File: config.mk
export PLATFORM = sky130hd
export DESIGN_NAME = vram_write_port
export DESIGN_NICKNAME = d
export VERILOG_FILES = /design/src/rtl/vram_pkg.sv /design/src/rtl/vram_wr_fifo.sv /design/src/rtl/vram_write_port.sv
export SDC_FILE = /design/constraint.sdc
export NUM_CORES = 1
export LEC_CHECK = 0
export CORE_AREA = 2 2 123 125
export CTS_CLUSTER_SIZE = 30
export DETAILED_ROUTE_END_ITERATION = 10
export DIE_AREA = 0 0 125 127
export PLACE_DENSITY = 0.78
export SYNTH_ARGS = -nofsm -noshare
export SYNTH_HDL_FRONTEND = slang
export SYNTH_HIERARCHICAL = 1
export SYNTH_SLANG_ARGS = --single-unit
File: constraint.sdc
create_clock -name clk_sys -period 3.9 [get_ports clk_sys]
set_input_delay 0.78 -clock clk_sys [delete_from_list [all_inputs] [get_ports clk_sys]]
set_output_delay 0.78 -clock clk_sys [all_outputs]
set_load 0.01 [all_outputs]
File: src/rtl/vram_pkg.sv
// Shared types for the VRAM write path.
// Defines the buffered write entry and the default VRAM byte-address width.
package vram_pkg;

   localparam int VRAM_ADDR_W = 19;

   typedef struct packed {
      logic [VRAM_ADDR_W-2:0] word;
      logic [15:0]            data;
      logic [1:0]             be;
   } vram_wr_t;

endpackage

File: src/rtl/vram_wr_fifo.sv
// Circular write buffer for vram_write_port.
// Ports: push/push_data allocate, pop retires head, merge folds push_data
// into the newest entry; head_data/tail_data, count, full, empty report state.
module vram_wr_fifo
   import vram_pkg::*;
#(
   parameter int DEPTH = 4
) (
   input  logic                   clk_sys,
   input  logic                   reset,
   input  logic                   push,
   input  logic                   pop,
   input  logic                   merge,
   input  vram_wr_t               push_data,
   output vram_wr_t               head_data,
   output vram_wr_t               tail_data,
   output logic [$clog2(DEPTH):0] count,
   output logic                   full,
   output logic                   empty
);

   localparam int PW = $clog2(DEPTH);
   localparam logic [PW:0] CNT_FULL = (PW+1)'(DEPTH);

   vram_wr_t      mem [DEPTH];
   logic [PW-1:0] head;
   logic [PW-1:0] tail;
   logic [PW-1:0] newest;
   logic          do_push;
   logic          do_pop;

   assign full    = (count == CNT_FULL);
   assign empty   = (count == '0);
   assign do_pop  = pop & ~empty;
   // A full buffer still accepts a push when the head leaves this cycle.
   assign do_push = push & (~full | do_pop);
   assign newest  = tail - 1'b1;

   assign head_data = mem[head];
   assign tail_data = mem[newest];

   always_ff @(posedge clk_sys) begin
      if (reset) begin
         head  <= '0;
         tail  <= '0;
         count <= '0;
      end else begin
         if (do_push) tail <= tail + 1'b1;
         if (do_pop)  head <= head + 1'b1;
         case ({do_push, do_pop})
            2'b10:   count <= count + 1'b1;
            2'b01:   count <= count - 1'b1;
            default: ;
         endcase
      end
   end

   // Storage carries no reset; count gates every read of it.
   always_ff @(posedge clk_sys) begin
      if (do_push) begin
         mem[tail] <= push_data;
      end else if (merge && !empty) begin
         mem[newest].be <= mem[newest].be | push_data.be;
         if (push_data.be[0])
            mem[newest].data[7:0] <= push_data.data[7:0];
         if (push_data.be[1])
            mem[newest].data[15:8] <= push_data.data[15:8];
      end
   end

endmodule

File: src/rtl/vram_write_port.sv
// Buffers CPU writes to VRAM and replays them into free VRAM write slots.
// Ports: Z80 bus (cpu_addr, cpu_din, nMREQ, nWR, nRFSH, vram_sel), slot_free
// in; vram_waddr/wdata/wbe/we write port, cpu_wait and sticky overflow out.
// Build option: VRAM_WRITE_COALESCE_EN merges a byte into the newest entry.
module vram_write_port
   import vram_pkg::*;
#(
   parameter int DEPTH  = 4,
   parameter int ADDR_W = VRAM_ADDR_W
) (
   input  logic              clk_sys,
   input  logic              reset,
   input  logic [ADDR_W-1:0] cpu_addr,
   input  logic [7:0]        cpu_din,
   input  logic              nMREQ,
   input  logic              nWR,
   input  logic              nRFSH,
   input  logic              vram_sel,
   input  logic              slot_free,
   output logic [ADDR_W-2:0] vram_waddr,
   output logic [15:0]       vram_wdata,
   output logic [1:0]        vram_wbe,
   output logic              vram_we,
   output logic              cpu_wait,
   output logic              overflow
);

   localparam int PW = $clog2(DEPTH);
   localparam logic [PW:0] CNT_WAIT = (PW+1)'(DEPTH-1);

   logic          mem_wr;
   logic          old_wr;
   logic          push_req;
   logic          push;
   logic          pop;
   logic          merge;
   logic          full;
   logic          empty;
   logic [PW:0]   count;
   vram_wr_t      entry;
   vram_wr_t      head_data;
   vram_wr_t      tail_data;

   assign mem_wr   = ~nMREQ & ~nWR & nRFSH & vram_sel;
   // Rising edge only: one push per bus write however long it lasts.
   assign push_req = mem_wr & ~old_wr;

   always_comb begin
      entry.word = cpu_addr[ADDR_W-1:1];
      entry.data = {cpu_din, cpu_din};
      entry.be   = cpu_addr[0] ? 2'b10 : 2'b01;
   end

   assign pop = slot_free & ~empty;

`ifdef VRAM_WRITE_COALESCE_EN
   localparam logic [PW:0] CNT_ONE = (PW+1)'(1);
   // The newest entry cannot be merged while it is leaving as the head.
   assign merge = push_req & ~empty
                & (tail_data.word == entry.word)
                & ((tail_data.be & entry.be) == 2'b00)
                & ~(pop & (count == CNT_ONE));
`else
   logic unused_tail;
   assign merge       = 1'b0;
   assign unused_tail = ^tail_data;
`endif

   assign push = push_req & ~merge;

   vram_wr_fifo #(
      .DEPTH (DEPTH)
   ) u_fifo (
      .clk_sys   (clk_sys),
      .reset     (reset),
      .push      (push),
      .pop       (pop),
      .merge     (merge),
      .push_data (entry),
      .head_data (head_data),
      .tail_data (tail_data),
      .count     (count),
      .full      (full),
      .empty     (empty)
   );

   assign cpu_wait = (count >= CNT_WAIT);

   always_ff @(posedge clk_sys) begin
      if (reset) begin
         old_wr     <= 1'b0;
         vram_we    <= 1'b0;
         vram_waddr <= '0;
         vram_wdata <= '0;
         vram_wbe   <= '0;
         overflow   <= 1'b0;
      end else begin
         old_wr  <= mem_wr;
         vram_we <= pop;
         if (pop) begin
            vram_waddr <= head_data.word;
            vram_wdata <= head_data.data;
            vram_wbe   <= head_data.be;
         end
         if (push && full && !pop)
            overflow <= 1'b1;
      end
   end

endmodule
=== Yosys cells after proc, flatten, opt, wreduce, memory -nomap -nowiden ===
Memory sizes are Yosys's and may differ from the RTL's. A register that Yosys moved wholly into a read port is not among the register bits.
Cells that the tools add are included.

* Reduce and logical (&&, ||, !) cells: 5
* Mux-type cells: 4
* $add $sub $neg: 4
* Bitwise operators: 13
* Equality and inequality tests: 3
* Magnitude comparators: 1

{| class="wikitable"
|+ Operator list
! cell !! count
|-
| $and A1 B1 Y1 || 7
|-
| $pmux W3 S2 || 1
|-
| $not A1 Y1 || 5
|-
| $add A2 B1 Y2 const B || 2
|-
| $add A3 B1 Y3 const B || 1
|-
| $eq A3 B3 Y1 const B || 1
|-
| $ge A3 B2 Y1 const B || 1
|-
| $logic_not A3 Y1 || 1
|-
| $sub A3 B1 Y3 const B || 1
|-
| $eq A2 B1 Y1 const B || 1
|-
| $eq A2 B2 Y1 const B || 1
|-
| $logic_and A1 B1 Y1 || 2
|-
| $mux W1 || 2
|-
| $mux W2 || 1
|-
| $reduce_bool A2 Y1 || 1
|-
| $logic_not A1 Y1 || 1
|-
| $or A1 B1 Y1 || 1
|}

* Bits in registers: 10
* Memories: 1
* Input port bits: 34
* Word-level logic and storage cells: 37
* Output and inout port bits: 39
* RAM bits: 144

{| class="wikitable"
|+ Memories
! memory !! depth !! bits a word !! read ports !! clocked after Yosys merged registers in !! wr ports !! RTL line !! source
|-
| u_fifo.mem || 4 || 36 || 1 || 1 || 1 || vram_wr_fifo.sv:25 || <nowiki>vram_wr_t mem [DEPTH];</nowiki>
|}

=== Depth between registers and ports, before layout ===
* Depth after elaboration: 8
* Mapped depth: 14
* Mapped depth without buffers: 11

=== Hierarchy ===
The synthesis kept the hierarchy.

{| class="wikitable"
|+ By module, submodules not included
! module !! instances !! cells each !! area an instance (µm²)
|-
| vram_wr_fifo || 1 || 344 || 6864.1
|-
| vram_write_port || 1 || 171 || 1527.7
|}

=== Worst setup path after synthesis ===
Ideal clock, no wire load.

* Path type: register to register
* Start point: reg u_fifo.count[1]
* End point: mem u_fifo/mem[0][18] in the netlist's numbering (enable)
* Path slack: 1068 ps
* Data arrival time: 2440 ps
* Cell stages (with the launch flop): 12
* Setup time: 392 ps
* Required time: 3508 ps
* Clock period less this slack: 2832 ps
* Path through: dfxtp_1 -> or3_1 -> buf_2 -> inv_1 -> nand2b_4 -> inv_4 -> buf_4 -> buf_6 -> or4b_4 -> and2_4 -> nand2b_4 -> nor2_1

* Cells in the longest elaborated chain, start to end: 8
* Elaborated cells on any way between the ends: 10
* Classes of those cells: 1 x eq/ne; 2 x mux; 6 x bitwise; 1 x reduce/logical

{| class="wikitable"
|+ RTL lines
! what !! RTL line !! source
|-
| from (decl) || vram_wr_fifo.sv:17 || <nowiki>output logic [$clog2(DEPTH):0] count,</nowiki>
|-
| from (signal assigned) || vram_wr_fifo.sv:51 || <nowiki>2'b10: count <= count + 1'b1;</nowiki>
|-
| from (signal assigned) || vram_wr_fifo.sv:52 || <nowiki>2'b01: count <= count - 1'b1;</nowiki>
|-
| $logic_not A3 Y1 || vram_wr_fifo.sv:33 || <nowiki>assign empty = (count == '0);</nowiki>
|-
| named net empty || vram_write_port.sv:38 || <nowiki>logic empty;</nowiki>
|-
| $not A1 Y1 || vram_write_port.sv:54 || <nowiki>assign pop = slot_free & ~empty;</nowiki>
|-
| $and A1 B1 Y1 || vram_write_port.sv:54 ||
|-
| named net pop || vram_write_port.sv:35 || <nowiki>logic pop;</nowiki>
|-
| $and A1 B1 Y1 || vram_wr_fifo.sv:34 || <nowiki>assign do_pop = pop & ~empty;</nowiki>
|-
| $or A1 B1 Y1 || vram_wr_fifo.sv:36 || <nowiki>assign do_push = push & (~full | do_pop);</nowiki>
|-
| $and A1 B1 Y1 || vram_wr_fifo.sv:36 ||
|-
| $mux W1 || vram_wr_fifo.sv:60 || <nowiki>if (do_push) begin</nowiki>
|-
| $mux W1 (not written as such) || vram_wr_fifo.sv:61 || <nowiki>mem[tail] <= push_data;</nowiki>
|-
| to (decl) || vram_wr_fifo.sv:25 ||
|}

The timed path passes the listed nets, and every way through them passes these cells.

=== Worst setup path after layout ===
* Start point: reg u_fifo.count[2]
* End point: mem u_fifo/mem[1][13] in the netlist's numbering (enable)

* Cells in the longest elaborated chain, start to end: 8
* Elaborated cells on any way between the ends: 10
* Classes of those cells: 1 x eq/ne; 2 x mux; 6 x bitwise; 1 x reduce/logical

{| class="wikitable"
|+ RTL lines
! what !! RTL line
|-
| $logic_not A3 Y1 * || vram_wr_fifo.sv:33
|-
| named net empty || vram_write_port.sv:38
|-
| $not A1 Y1 * || vram_wr_fifo.sv:34, vram_write_port.sv:54
|-
| $and A1 B1 Y1 || vram_write_port.sv:54
|-
| $and A1 B1 Y1 * || vram_wr_fifo.sv:34
|-
| $or A1 B1 Y1 * || vram_wr_fifo.sv:36
|-
| $and A1 B1 Y1 * || vram_wr_fifo.sv:36
|-
| $mux W1 * || vram_wr_fifo.sv:60
|-
| $mux W1 (not written as such) * || vram_wr_fifo.sv:61
|}

Mark *: on every way through the listed nets, which the timed path passes. The rest lies on a longest branch.

==> metrics.cfg <==
[sta]
finalSetupTns_ns=0
fin_crit_sh=0.749
rsz0062_at_grt=no
period_minus_slack_ns=2.92
tightest_slew_ns=1.36
timing.fmax_ghz=0.342
slew_viol_final=0
final.setup_skew_ns=0.00680
hold_viol=0
setup-violations-final=0
maxSlewHeadroom=0.0824

[global_route]
grt_max_degree=47
grt_pass1_vias=4236
grt_pass1_wl_mm=22.6
grt_remaining_overflow=0
track_usage=0.190
antenna_found_initial=0

[layout]
area_growth_pct=20.4
final_common_cell=edfxtp_1
fin_nets=584
layout-drive-gt1-share=0.249
multi_input_area_um2=2100
diodes=0
fin_cells=746
register_area_um2=5290
final_cell_mix=edfxtp_1, clkdlybuf4s50_1, nand2_1, dfxtp_1, mux4_2
fill_cells=1012

[pwr]
cellPowerDensity_nw_per_um2=471
pwr-share-clk=0.465
p_sw_w=0.000770
p_int_w=0.00354
swShare=0.178
power.leakage_nw=2.88
p_comb_frac=0.024
peakVddDrop_mv=0.342
p_seq_frac=0.512

[cts]
hold_buffers=0
cts_inserted_buffers=17
clk_path_buf_depth=2
cts_max_level=4
cts.sinks=192
ctsResizeCount=0
postCtsSetupRepairBufs=0
path_clk_slew_ns=0.06
clockRootBuffer=clkbuf_16
clock_latency_ns=0.43
cts_tree=yes

[setup_path]
critPathMaxFanout=9
r2r_slack_ns=0.98
r2r-end=u_fifo/mem[1][13]
critPathArrivalTime_ns=2.91
worst_ep_required_time_ns=3.89
setup.worst_path.start_class=flop
crit_type=flop to flop
crit_path_end_kind=flop
critical-path-max-stage-delay_ns=0.55
timing.rr.start=u_fifo/count[2]
crit_chain=or3_1, inv_1, nand2b_4, inv_4, or4b_4, nand3_1, or2_2, o21ai_0
ff2ff_path_depth=8
critPathSlowestCell=or3_1

[yosys]
syn_area_um2=7600
ys.warnings.count=6
netlist_instances=476
avgSynthCellArea_um2=16.0

[routing]
drc=0
route.detailed.wl_per_inst_um=19.5
viasPerCell=5.57
ant_nets=0
firstDrtPassIters=5
wirelength_mm=14.6
drt_iter0_markers=335
vias=4158

[placed_design]
dp.cells=714
dp_hpwl_mm=8.73
port_buffers=72
gp_congestion=0.802

[hold_path]
min_from=vram_waddr[8]
holdPathEnd=vram_waddr[8]
hold_class=flop to flop
holdPathStages=2

[floorplan]
io_pins=73
row_count=44
die_w_um=125
start_util=0.527
core-area_um2=14400
die_area_um2=15900
die_h_um=127

[job]
maxCapViolations=0

[outcome]
status=completed

-- worst max-delay path, delay by kind of cell (launching register included) --
kind                   cells  cell delay, ns
AO/OA/AOI/OAI              1            0.48
buffers and inverters      2            0.13
flip-flops                 1            0.40
AND/OR/NAND/NOR            5            1.46
-- worst max-delay path by stage --
| stage | start | endpoint |
|---|---|---|
| floorplan | u_fifo/count[1] | u_fifo/mem[0][18] |
| global placement | nWR | u_fifo/mem[1][27] |
| detailed placement | slot_free | u_fifo/count[2] |
| CTS | u_fifo/count[2] | u_fifo/mem[1][13] |
| global route | u_fifo/count[1] | u_fifo/count[2] |
| finish | u_fifo/count[2] | u_fifo/mem[1][13] |
-- routing by layer --
metal  GRT usage  part of all wire  vias up
met5           0                 0        -
met4      0.0830             0.022        0
met3      0.0431             0.047       26
met2       0.325              0.52      145
met1       0.236              0.41     2077
li1            -                 -     1910
-- through the flow --
| step | total power, W | area [µm²] | hold WS [ns] | worst slack, ns | utilization |
|---|---|---|---|---|---|
| 6_report | 0.00431 | 9160 | 0.455 | 0.979 | 0.635 |
| 3_5_place_dp | 0.00235 | 8450 | 0.448 | 0.727 | 0.586 |
| 5_1_grt | 0.00442 | 9160 | 0.475 | 0.789 | 0.635 |
| 3_3_place_gp | 0.00235 | 8450 | 0.443 | 0.761 | 0.586 |
| 2_1_floorplan | 0.00229 | 7610 | 0.455 | 1.07 | - |
| 4_1_cts | 0.00434 | 9150 | 0.460 | 1.01 | 0.635 |
-- layout make-up --
type	instances	share of cell area
sequential	192	0.577
tap	184	0.0251
timing repair buffer	84	0.0880
inverter	9	0.00396
clock buffer	23	0.0545
multi-input combinational	245	0.229
clock inverter	9	0.0217
-- registers in the layout, indices dropped and copies added (netlist names), named ones only --
name	count
old_wr	1
vram_wbe	2
vram_we	1
vram_wdata	16
vram_waddr	18
u_fifo/head	2
u_fifo/tail	2
overflow	1
u_fifo/count	3
u_fifo/mem	144
-- power groups by stage --
stage,logic (W),clock network (W),registers [W]
after detailed placement,0.000101,0,0.00225
after floorplan,0.0000442,0,0.00225
after CTS,0.000103,0.00203,0.00221
after global routing,0.000109,0.00210,0.00221
after global placement,0.0000973,0,0.00225
final,0.000102,0.00200,0.00221
Power figures use the tool's default switching activity.
